`config.mk`:
```
export PLATFORM = sky130hd
export DESIGN_NAME = req_arbiter
export DESIGN_NICKNAME = d
export VERILOG_FILES = /design/src/rtl/req_arbiter.sv
export SDC_FILE = /design/constraint.sdc
export NUM_CORES = 1
export LEC_CHECK = 0
export ABC_AREA = 1
export BUFFER_PORTS_ARGS = -buffer_cell sky130_fd_sc_hd__buf_4
export CAP_MARGIN = 10
export CORE_ASPECT_RATIO = 1.5
export CORE_MARGIN = 2
export CORE_UTILIZATION = 45
export DETAILED_ROUTE_END_ITERATION = 6
export GPL_ROUTABILITY_DRIVEN = 0
export PLACE_DENSITY_LB_ADDON = 0.05
export SYNTH_ARGS = -nofsm -noshare
export SYNTH_HDL_FRONTEND = slang
export SYNTH_SLANG_ARGS = --single-unit
```
`constraint.sdc`:
```
create_clock -name clock -period 2.9 [get_ports clock]
set_input_delay 0 -clock clock [delete_from_list [all_inputs] [get_ports clock]]
set_output_delay 0 -clock clock [all_outputs]
set_load 0.02 [all_outputs]
```
`src/rtl/req_arbiter.sv`:
```
// req_arbiter: round-robin arbiter with bounded grant tenures.
//
// Each tenure grants one client for 1..HOLD cycles. A tenure ends early when
// that client drops its request. Every tenure is followed by exactly one
// RELEASE cycle with grant=0. The search pointer then moves to the client after
// the one just served, so continuous requesters are served in ascending order.
//
// Ports:
//   clock        in   rising-edge clock for all state
//   reset_n      in   asynchronous active-low reset
//   req          in   [N-1:0] level request vector, bit i from client i
//   grant        out  [N-1:0] one-hot grant, or all zeros
//   grant_valid  out  high exactly when grant is non-zero
//   grant_id     out  [$clog2(N)-1:0] index of the granted client; holds its
//                     last value when grant_valid is low
//   grant_count  out  [15:0] number of tenures started, saturating at 16'hFFFF
//
// All outputs are registered.

module req_arbiter #(
  parameter int N    = 8,
  parameter int HOLD = 4
) (
  input  logic                 clock,
  input  logic                 reset_n,
  input  logic [N-1:0]         req,
  output logic [N-1:0]         grant,
  output logic                 grant_valid,
  output logic [$clog2(N)-1:0] grant_id,
  output logic [15:0]          grant_count
);

  localparam int IDW = $clog2(N);

  typedef enum logic [1:0] {
    IDLE    = 2'd0,
    GRANT   = 2'd1,
    RELEASE = 2'd2
  } state_t;

  state_t           state_reg, state_next;
  logic [IDW-1:0]   ptr_reg, ptr_next;
  logic [7:0]       cnt_reg, cnt_next;
  logic [N-1:0]     grant_reg, grant_next;
  logic             valid_reg, valid_next;
  logic [IDW-1:0]   id_reg, id_next;
  logic [15:0]      grant_count_reg, grant_count_next;

  // Round-robin search: find the first set request at or above ptr_reg,
  // wrapping from N-1 back to 0.
  logic             arb_found;
  logic [IDW-1:0]   arb_id;

  always_comb begin
    int idx;
    arb_found = 1'b0;
    arb_id    = '0;
    idx       = 0;
    for (int off = 0; off < N; off++) begin
      idx = int'(ptr_reg) + off;
      if (idx >= N) idx = idx - N;
      if (!arb_found && req[IDW'(idx)]) begin
        arb_found = 1'b1;
        arb_id    = IDW'(idx);
      end
    end
  end

  // The tenure ends when the granted client drops its request or when the
  // hold budget is used up. Only the granted client's bit is looked at, so
  // activity on the other request lines cannot disturb the tenure.
  logic tenure_end;
  assign tenure_end = !req[id_reg] || (cnt_reg == 8'(HOLD - 1));

  // State register. The outputs are registered here as well.
  always_ff @(posedge clock or negedge reset_n) begin
    if (!reset_n) begin
      state_reg       <= IDLE;
      ptr_reg         <= '0;
      cnt_reg         <= '0;
      grant_reg       <= '0;
      valid_reg       <= 1'b0;
      id_reg          <= '0;
      grant_count_reg <= '0;
    end else begin
      state_reg       <= state_next;
      ptr_reg         <= ptr_next;
      cnt_reg         <= cnt_next;
      grant_reg       <= grant_next;
      valid_reg       <= valid_next;
      id_reg          <= id_next;
      grant_count_reg <= grant_count_next;
    end
  end

  // Next-state logic.
  always_comb begin
    state_next = state_reg;
    case (state_reg)
      IDLE, RELEASE: state_next = arb_found ? GRANT : IDLE;
      GRANT:         state_next = tenure_end ? RELEASE : GRANT;
      default:       state_next = IDLE;
    endcase
  end

  // Output and datapath logic. This computes the register values that go with
  // each transition.
  always_comb begin
    ptr_next         = ptr_reg;
    cnt_next         = cnt_reg;
    grant_next       = grant_reg;
    valid_next       = valid_reg;
    id_next          = id_reg;
    grant_count_next = grant_count_reg;
    case (state_reg)
      GRANT: begin
        if (tenure_end) begin
          grant_next = '0;
          valid_next = 1'b0;
          ptr_next   = (id_reg == IDW'(N - 1)) ? '0 : id_reg + 1'b1;
        end else begin
          cnt_next = cnt_reg + 8'd1;
        end
      end
      default: begin
        if (arb_found) begin
          grant_next = {{(N-1){1'b0}}, 1'b1} << arb_id;
          valid_next = 1'b1;
          id_next    = arb_id;
          cnt_next   = '0;
          if (grant_count_reg != 16'hFFFF)
            grant_count_next = grant_count_reg + 16'd1;
        end else begin
          grant_next = '0;
          valid_next = 1'b0;
        end
      end
    endcase
  end

  assign grant       = grant_reg;
  assign grant_valid = valid_reg;
  assign grant_id    = id_reg;
  assign grant_count = grant_count_reg;

endmodule

```
Yosys cells after proc, flatten, opt, wreduce, memory -nomap -nowiden

Index checks and enable logic that the tools add are counted.

Memory bits (writable): 0
Output and inout bits: 28
Logic and storage cells: 137
Input port bits: 10
Bits in read-only memories: 0
Memories: 0
Register bits after elaboration: 41
Bits in latches: 0

$lt $le $gt $ge: 17
Add/subtract/negate cells: 18
Reduce and logical (&&, ||, !) cells: 23
Multipliers: 0
Shift-type cells: 1
Muxes and demuxes: 63
Div/mod/pow operators: 0
Bitwise logic cells: 1
Equality and inequality tests: 7

Operator list:

| cell                    | number |
|---|---|
| $mux W3                 | 17 |
| $mux W8                 | 6 |
| $lt A3 B5 Y1 const B    | 8 |
| $mux W1                 | 29 |
| $ge A4 B4 Y1 const B    | 7 |
| $bmux W1 S3             | 9 |
| $sub A3 B1 Y3 const B   | 8 |
| $add A16 B1 Y16 const B | 1 |
| $add A3 B3 Y4 const B   | 4 |
| $ne A16 B16 Y1 const B  | 1 |
| $add A3 B2 Y4 const B   | 2 |
| $add A8 B1 Y8 const B   | 1 |
| $eq A8 B2 Y1 const B    | 1 |
| $logic_not A1 Y1        | 8 |
| $shl A1 B3 Y8 const A   | 1 |
| $logic_and A1 B1 Y1     | 7 |
| $reduce_and A2 Y1       | 3 |
| $add A3 B1 Y4 const B   | 1 |
| $ge A3 B4 Y1 const B    | 1 |
| $lt A3 B4 Y1 const B    | 1 |
| $ne A2 B2 Y1 const B    | 2 |
| $pmux W2 S2             | 1 |
| $add A3 B1 Y3 const B   | 1 |
| $eq A3 B3 Y1 const B    | 1 |
| other kinds (9)         | 9 |

Longest topological paths before layout

Depth after elaboration: 30
Mapped depth: 21
Mapped depth without buffers: 19

Worst setup path before layout

No wires, ideal clock.

Path kind: register -> register
From: register ptr_reg[0]
To: register grant_count_reg[2], in the netlist grant_count[2]
Setup time: 0.117 ns
Data arrival time: 2.361 ns
Setup slack: 0.422 ns
Cell stages (with the launch flop): 18
Clock period less this slack: 2.478 ns
Required time: 2.783 ns
Buffers on the path: 3
Cells stage by stage: dfrtp_1 buf_6 inv_4 buf_6 ha_1 inv_1 nand3_1 nand3_2 nand2_4 nor2_8 nand4_4 nor2_4 nand3b_4 nand2_8 a21oi_4 buf_6 nand3_1 nand2_1

Longest elaborated chain between the ends: 28
Elaborated cells on any way between the ends: 78
Classes of those cells: 15 x add/sub; 8 x order compare; 40 x mux; 15 x reduce/logical

Ends and longest elaborated chain:

| what                                                   | RTL line | source |
|---|---|---|
| from (decl)                                            | 42       | `logic [IDW-1:0] ptr_reg, ptr_next;` |
| from (signal assigned)                                 | 87       | `ptr_reg <= ptr_next;` |
| branches (longest 26 deep; another with $add A3 B1 Y4) | -        |  |
| $mux W1 (*)                                            | 62       | `if (!arb_found && req[IDW'(idx)]) begin` |
| $reduce_and A3 Y1 (no line) (*)                        | -        |  |
| to (signal assigned)                                   | 92       | `grant_count_reg <= grant_count_next;` |
| to (decl)                                              | 47       | `logic [15:0] grant_count_reg, grant_count_next;` |

Every way passes the cells marked *. The select of a mux whose other input is x is not followed.
A chain may end at the register's enable or synchronous reset.

Worst setup path in the final report

Ends and elaborated chain as after synthesis.

==> run metrics <==
Die ar.=7250 um^2; Total Neg Setup Slack=0 ps; Data required, critical path=3080 ps; Yosys warnings=0; Slew @ Worst Pin=564 ps; number of detailed-route iterations in the first pass=4; CTS sink count=41; register area share after synthesis=34.7%; PD cells=1280 nW/um^2; total CTS buffers=5; # DRC=0; DR iter-0 viols=71; worst stage delay on the critical path=420 ps; Clk pin slew, worst setup/hold paths=90 ps; status=finished clean; grt total ovfl=0; Async SR Flop Fraction=100%; Mapped Avg Cell Area=7.39 um^2; Ports=38; Post-synth EDFFs=0; Pwr Total=4430 uW; critical path fanouts, max=10; CTS tree=built; nature of the critical path endpoint=flop; max FFs per register=16; DRT antenna net count=0; RSZ-0062 raised after global routing=false; cells along the critical path=buf_4 > ha_1 > xor2_1 > nand3_2 > nand2_4 > nor2_8 > nand4_4 > nor2_4 > nand3b_4 > nand2_8 > a21oi_4 > buf_4 > nand2_1 > nand2_1 > nand2_1; WL final=7620 um; # port buffers=37; worst-skew pair later-pin latency=290 ps; fin. max-slew vios=0; most frequent cells after synthesis=nand2_1 (118), inv_1 (45), nand3_1 (43); post_cts resized=0; largest net degree at the start of global routing=42; Die Y=103 um; main area contributors after synthesis=dfrtp_1 (35%), nand2_1 (15%), nand3_1 (7.3%), inv_1 (5.7%), nor2_1 (4.3%); min Tclk post-route=2590 ps; Final HPWL DP=6180 um; initial antenna violation count=0; Max-cap violations=0; CP max stage cell=dfrtp_1; CP Class=reg2reg; FP Rows=36; Vias/cell=5.21; setup violators final=0; Core Footprint=6440 um^2; antenna cells=0; post-synth top area share=34.7%; fin crit share=89.2%; Leak=0.00172 uW; number of nets in the layout=461; vias in the first global route=2659; CTS root buffer=clkbuf_8; GR Util All Layers=22.4%; reg2reg path depth=15; Max IR drop VDD=674 uV; Final Hold Viols=0; Yosys reg bits=41; post-synth design cell area=2960 um^2; distinct cell type count after synthesis=36; via count=2719; Layout area overhead=17.1%; Worst R2R Start=ptr_reg[0]; Die Width=70.2 um; WP data arrival=2770 ps; layout cell share with drive strength beyond 1=20.6%; skew final=10.2 ps; syn_nets=416; most frequent cell after synthesis=nand2_1; startpoint types=flop; WL per Instance=14.6 um; Max clock buf depth=2; initial core utilization=45.9%; largest area contributor in the netlist=dfrtp_1; commonest register cell after synthesis=dfrtp_1; fmax=0.387 GHz; worst reg2reg path endpoint=grant_count[2]; first-pass GRT wire length=12500 um; cell mode on critical path=nand2_1; H-tree levels=2; HP Class=in2async; Cells after Synth=400; Slew HR=62.0%; reg-to-reg slack, setup=310 ps
## cell families after synthesis
kind of cell               synth area share [%]
adders and majority gates                  2.54
and+or+nand+nor                            38.9
buffers and inverters                      8.47
DFF                                        34.7
AOI/OAI and AO/OA                          9.02
xor gates and xnor gates                   6.35
## report_power, final
group / switching [uW] / internal, uW / leakage [uW]
clock network: 205 / 342 / 0.0000681
logic: 2000 / 974 / 0.00111
registers: 167 / 740 / 0.000542
total: 2380 / 2060 / 0.00172
## worst max-delay path, delay by kind of cell, from the launching register on
| family | cells | cell delay (ps) |
|---|---|---|
| adder cells (fa/ha/maj) | 1 | 250 |
| flip-flops | 1 | 420 |
| buffers and inverters | 2 | 380 |
| AND/OR/NAND/NOR | 10 | 810 |
| AO/OA/AOI/OAI | 1 | 210 |
| XOR/XNOR | 1 | 380 |
## cell usage in the layout, fill, tap and decap left out
| cell | Yosys | layout |
|---|---|---|
| nand3b_4 | 1 | 1 |
| bufinv_16 | 0 | 2 |
| xnor2_1 | 4 | 4 |
| nand4_4 | 1 | 1 |
| nand2_1 | 118 | 118 |
| nor4_1 | 3 | 3 |
| nand3_1 | 43 | 43 |
| inv_4 | 2 | 2 |
| nor3_1 | 9 | 9 |
| buf_4 | 1 | 43 |
| nand3_2 | 6 | 6 |
| inv_1 | 45 | 45 |
| nor2_8 | 1 | 1 |
| o21ai_2 | 8 | 8 |
| o32ai_1 | 2 | 2 |
| clkinv_2 | 0 | 1 |
| a21oi_4 | 1 | 1 |
| o21bai_1 | 5 | 5 |
| inv_2 | 3 | 3 |
| nand2_4 | 3 | 3 |
| dfrtp_1 | 41 | 41 |
| nand2_8 | 1 | 1 |
| ha_1 | 6 | 6 |
| nor2_2 | 1 | 1 |
| clkbuf_8 | 0 | 5 |
| dlygate4sd3_1 | 0 | 1 |
| nand2_2 | 8 | 8 |
| nor2_1 | 34 | 34 |
| xor2_1 | 10 | 10 |
| xor2_2 | 2 | 2 |
| o21ai_0 | 15 | 15 |
| nor2_4 | 1 | 1 |
| o21ai_1 | 4 | 4 |
| xnor2_2 | 2 | 2 |
| a21oi_1 | 3 | 3 |
| nand3b_1 | 1 | 1 |
| o31ai_1 | 2 | 2 |
| nand4_1 | 8 | 8 |
## routing by layer
metal | wire [um] | GRT usage, %
met1 | 2740 | 22.0
met2 | 4500 | 46.7
met3 | 174 | 3.10
met4 | 192 | 8.58
met5 | 0 | 0
## how the worst max path moves through the flow
stage,startpoint,end,slack [ps],cells past startpoint
final,ptr_reg[0],grant_count[2],310,15
after detailed placement,ptr_reg[0],grant_count[2],350,15
after global routing,ptr_reg[0],grant[1],100,17
after global placement,ptr_reg[0],grant_count[2],370,15
after floorplan,ptr_reg[0],grant_count[2],420,17
after CTS,ptr_reg[0],grant_count[2],320,15
## stage by stage
| step | hold WS, ps | cells | instance area [um^2] | setup WS [ps] | util, % |
|---|---|---|---|---|---|
| 2_1_floorplan | -296 | 400 | 2960 | 422 | - |
| 4_1_cts | 244 | 522 | 3460 | 323 | 53.7 |
| 3_3_place_gp | 24.3 | 513 | 3320 | 367 | 51.5 |
| 5_1_grt | 265 | 522 | 3460 | 101 | 53.7 |
| 3_5_place_dp | 22.1 | 513 | 3320 | 347 | 51.5 |
| 6_report | 218 | 522 | 3460 | 314 | 53.7 |
## layout make-up
type	count	area [um^2]
flip-flops and latches	41	1030
repair buffers	44	333
clock inverters	3	65.1
inverters	50	193
clock buffers	5	68.8
fillers	669	2980
well taps	76	95.1
multi-input cells	303	1680
## what timing repair did
item,4_1_cts,5_1_grt
hold buffers,1,0
setup buffers,0,0
endpoints found under the hold margin,41,0
No activity file was read; power rests on OpenSTA's default activity.
